===== config.mk =====
export PLATFORM = sky130hd
export DESIGN_NAME = ser2par_nbits
export DESIGN_NICKNAME = d
export VERILOG_FILES = /design/src/rtl/ser2par_nbits.sv
export SDC_FILE = /design/constraint.sdc
export NUM_CORES = 1
export LEC_CHECK = 0
export CELL_PAD_IN_SITES_DETAIL_PLACEMENT = 1
export CELL_PAD_IN_SITES_GLOBAL_PLACEMENT = 1
export CORE_ASPECT_RATIO = 1.75
export CORE_MARGIN = 5
export CORE_UTILIZATION = 38
export CTS_BUF_LIST = sky130_fd_sc_hd__clkbuf_8 sky130_fd_sc_hd__clkbuf_16
export DETAILED_ROUTE_END_ITERATION = 8
export PLACE_DENSITY_LB_ADDON = 0.2
export SYNTH_ARGS = -nofsm -noshare
export SYNTH_HDL_FRONTEND = slang
export SYNTH_SLANG_ARGS = --single-unit
export TNS_END_PERCENT = 100

===== constraint.sdc =====
create_clock -name clk -period 2 [get_ports clk]
set_input_delay 0.4 -clock clk [delete_from_list [all_inputs] [get_ports clk]]
set_output_delay 0.4 -clock clk [all_outputs]
set_load 0.1 [all_outputs]

===== src/rtl/ser2par_nbits.sv =====
// Serial-to-parallel loader: gathers N bits MSB-first, then holds the word
// under a valid/ready handshake, stalling serial intake until it is taken.
module ser2par_nbits #(
  parameter int N = 8,
  localparam int CW = $clog2(N)
) (
  input  logic          clk,
  input  logic          reset,
  input  logic          in_bit,
  input  logic          in_valid,
  output logic          in_ready,
  input  logic          flush,
  output logic [N-1:0]  data_out,
  output logic          out_valid,
  input  logic          out_ready,
  output logic [CW-1:0] bit_cnt
);

  localparam logic [0:0]    COLLECT  = 1'b0;
  localparam logic [0:0]    FULL     = 1'b1;
  localparam logic [CW-1:0] LAST_BIT = CW'(N - 1);

  logic [0:0]    state_q,     state_d;
  logic [N-1:0]  shift_q,     shift_d;
  logic [N-1:0]  data_q,      data_d;
  logic          out_valid_q, out_valid_d;
  logic [CW-1:0] cnt_q,       cnt_d;
  logic [N-1:0]  shifted;

  assign shifted = {shift_q[N-2:0], in_bit};

  always_comb begin
    state_d     = state_q;
    shift_d     = shift_q;
    data_d      = data_q;
    out_valid_d = out_valid_q;
    cnt_d       = cnt_q;
    case (state_q)
      COLLECT: begin
        // flush outranks a coincident bit, including the word-completing one
        if (flush) begin
          cnt_d   = '0;
          shift_d = '0;
        end else if (in_valid) begin
          if (cnt_q == LAST_BIT) begin
            data_d      = shifted;
            out_valid_d = 1'b1;
            cnt_d       = '0;
            shift_d     = '0;
            state_d     = FULL;
          end else begin
            shift_d = shifted;
            cnt_d   = cnt_q + 1'b1;
          end
        end
      end
      FULL: begin
        // data_q is left as-is after the transfer
        if (out_ready) begin
          out_valid_d = 1'b0;
          state_d     = COLLECT;
        end
      end
      default: state_d = COLLECT;
    endcase
  end

  always_ff @(posedge clk) begin
    if (reset) begin
      state_q     <= COLLECT;
      shift_q     <= '0;
      data_q      <= '0;
      out_valid_q <= 1'b0;
      cnt_q       <= '0;
    end else begin
      state_q     <= state_d;
      shift_q     <= shift_d;
      data_q      <= data_d;
      out_valid_q <= out_valid_d;
      cnt_q       <= cnt_d;
    end
  end

  assign in_ready  = (state_q == COLLECT);
  assign out_valid = out_valid_q;
  assign data_out  = data_q;
  assign bit_cnt   = cnt_q;

endmodule

==> flow_summary_export.csv <==
group,metric,value,unit
run_status,status,"finished clean",
timing,finalHoldViolations,0,
placement,dp_hpwl,1.496,mm
floorplan,fp-row-count,24,
synth,syn_area,939.7,um2
synth,syn_nets,96,
final_layout,multi_input_area,485.5,um2
final_layout,drive_gt1_share,21.36,%
clock_network,postCtsHoldBufs,0,
clock_network,path_clk_slew,0.08,ns
final_layout,nets,113,
floorplan,die_w,47.59,um
critical_path,required,2.19,ns
timing,worst_pin_slew,0.4451,ns
timing,setup_tns,0,ns
clock_network,numCtsBuffers,3,
floorplan,core_area,2432,um2
min_path,min_path_type,"reg2reg",
floorplan,die_h,75.79,um
critical_path,crit_path_start_kind,"primary input",
synth,synth_adder_area_share,3.995,%
timing,fin_skew,0.003553,ns
synth,syn_inst,87,
power,power.density,673.7,nW/um2
synth,synthSimpleGateAreaFrac,26.23,%
floorplan,ios,19,
synth,ys_warn_count,0,
clock_network,cts_tree,"done",
clock_network,cts_max_level,1,
clock_network,cts_setup_buffers,0,
critical_path,arrival,1.81,ns
final_layout,num-fill-cells,281,
route,wl_per_cell,15.72,um
route,drc,0,
placement,io_buffers,18,
global_route,grt_usage,12.41,%
route,postRouteWirelength,2.028,mm
placement,gp_congestion,0.7237,
clock_network,clkLatencyLatePin,0.26,ns
synth,seq_area_frac_synth,42.61,%
route,num_vias,693,
global_route,grt_pass1_vias,717,
clock_network,cts_resized,0,
synth,synthMuxAreaShare,17.04,%
route,drtIter0Drc,14,
placement,dpl_cell_area,1104,um2
final_layout,insertedDiodeCount,0,
critical_path,end_kind,"register",
synth,synth_top_family_by_area,"simple AND/OR/NAND/NOR gates",
clock_network,cts.sinks,20,
timing,relSlewSlack,70.24,%
global_route,grt_pass1_wl,3.174,mm
final_layout,area_growth,23.30,%
route,dr.pass1.iters,3,
global_route,grt_max_degree,32,
route,ant_nets,0,
global_route,antenna_found_initial,0,
timing,slew_viol_final,0,
floorplan,start_util,38.63,%
synth,synth-xor-area-share,0,%
global_route,overflow,0,
floorplan,die-area,3607,um2
timing,grt_setup_unrepaired,"false",
timing,final.min_clock_period,1.624,ns
route,routed_via_density,5.372,
critical_path,worstSetupPathType,"in2reg",
power,p_leak,0.4854,nW
final_layout,register_area,402.9,um2
synth,ys_types,18,
timing,finalCritPeriodShare,81.21,%
power,ir_worst_vdd,0.0004873,V
synth,synth_seq_cells,20,
clock_network,cts-root-buf,"clkbuf_8",
final_layout,fin_area,1159,um2
timing,fmax,0.6157,GHz
clock_network,clock_path_buffers,2,
synth,synth_compound_area_share,4.394,%
timing,finalSetupViolations,0,
run,cap_violations,0,
critical_path,critPathMaxFanout,13,
synth,avgSynthCellArea,10.80,um2
critical_path,ff2ff_setup_slack,0.38,ns
==> flip-flops by register name, indices dropped and copies added, names as in the netlist <==
name,count
bit_cnt,3
state_q,1
out_valid,1
shift_q,7
data_out,8
==> power by group <==
part           switching (W)  leakage [nW]  internal (W)  total [W]
clock network       0.000134        0.0288      0.000175   0.000309
logic              0.0000373         0.294     0.0000304  0.0000677
registers         0.00000254         0.162      0.000402   0.000404
==> logic make-up (layout without fill, tap and decap cells) <==
| family | count (synthesis) | count (layout) |
|---|---|---|
| multiplexers | 16 | 16 |
| buffers and inverters | 11 | 27 |
| AO/OA/AOI/OAI | 5 | 5 |
| flip-flops | 20 | 20 |
| adder cells (fa/ha/maj) | 3 | 3 |
| AND/OR/NAND/NOR | 32 | 32 |
==> synth_stat cells <==
cell       count  area share (%)
nand2b_1      20              13
ha_1           3             4.0
buf_2          1            0.53
inv_1          4             1.6
a221oi_1       1            0.93
o21ba_2        1             1.1
buf_6          1             1.2
dfxtp_1       20              43
or4_1          1            0.80
or4b_1         7             7.5
clkbuf_1       4             1.6
buf_4          1            0.80
mux2i_1       16              17
and4bb_2       1             1.3
a21oi_1        1            0.53
or3b_1         1            0.93
o32ai_1        2             1.9
nand4bb_1      2             2.4
==> through the flow <==
| step | power, W | cells | hold slack (ns) | setup WS (ns) | util [%] |
|---|---|---|---|---|---|
| 6_report | 0.0007805 | 129 | 0.4767 | 0.3759 | 47.63 |
| 3_5_place_dp | 0.0004814 | 125 | 0.4700 | 0.1152 | 45.37 |
| 4_1_cts | 0.0007903 | 129 | 0.4810 | 0.3557 | 47.63 |
| 3_3_place_gp | 0.0004794 | 125 | 0.4574 | 0.1901 | 45.37 |
| 2_1_floorplan | 0.0004589 | 87 | 0.4581 | 0.05124 | - |
| 5_1_grt | 0.0008171 | 129 | 0.4890 | 0.2962 | 47.63 |
==> path summary, 6_finish.rpt <==
path	from	cells after the start	endpoint
worst max-delay path	flush	3	shift_q[5]
worst min-delay path	out_valid	2	out_valid
worst max register to register	bit_cnt[0]	4	shift_q[5]
worst min register to register	out_valid	2	out_valid
==> routing by layer <==
metal,GRT usage (%),part of all wire [%],vias to the layer above
met3,2.364,3.0,2
met5,0,0,-
met2,22.39,55,9
met1,12.93,40,343
met4,6.287,1.1,0
li1,-,-,339
==> placed cells by master, fill, tap and decap left out <==
cell type         n
ha_1              3
or4_1             1
or3b_1            1
mux2i_1          16
inv_1             4
nand2b_1         20
clkbuf_8          4
buf_4            13
o21ba_2           1
buf_12            1
dfxtp_2           2
dfxtp_1          18
or4b_1            7
a221oi_1          1
clkdlybuf4s50_1   5
a21oi_1           1
nand4bb_1         2
and4bb_2          1
o32ai_1           2
==> critical path, stage by stage <==
cell,delay [ns]
clkdlybuf4s50_1,0.74
o21ba_2,0.44
mux2i_1,0.23
==> cell type report <==
| class | instances | area share, % |
|---|---|---|
| clock buffers | 4 | 4.752 |
| inverters | 4 | 1.296 |
| multi-input cells | 56 | 41.90 |
| flip-flops and latches | 20 | 34.77 |
| well taps | 26 | 2.808 |
| repair buffers | 19 | 14.47 |
No activity file was read; power rests on OpenSTA's default activity.
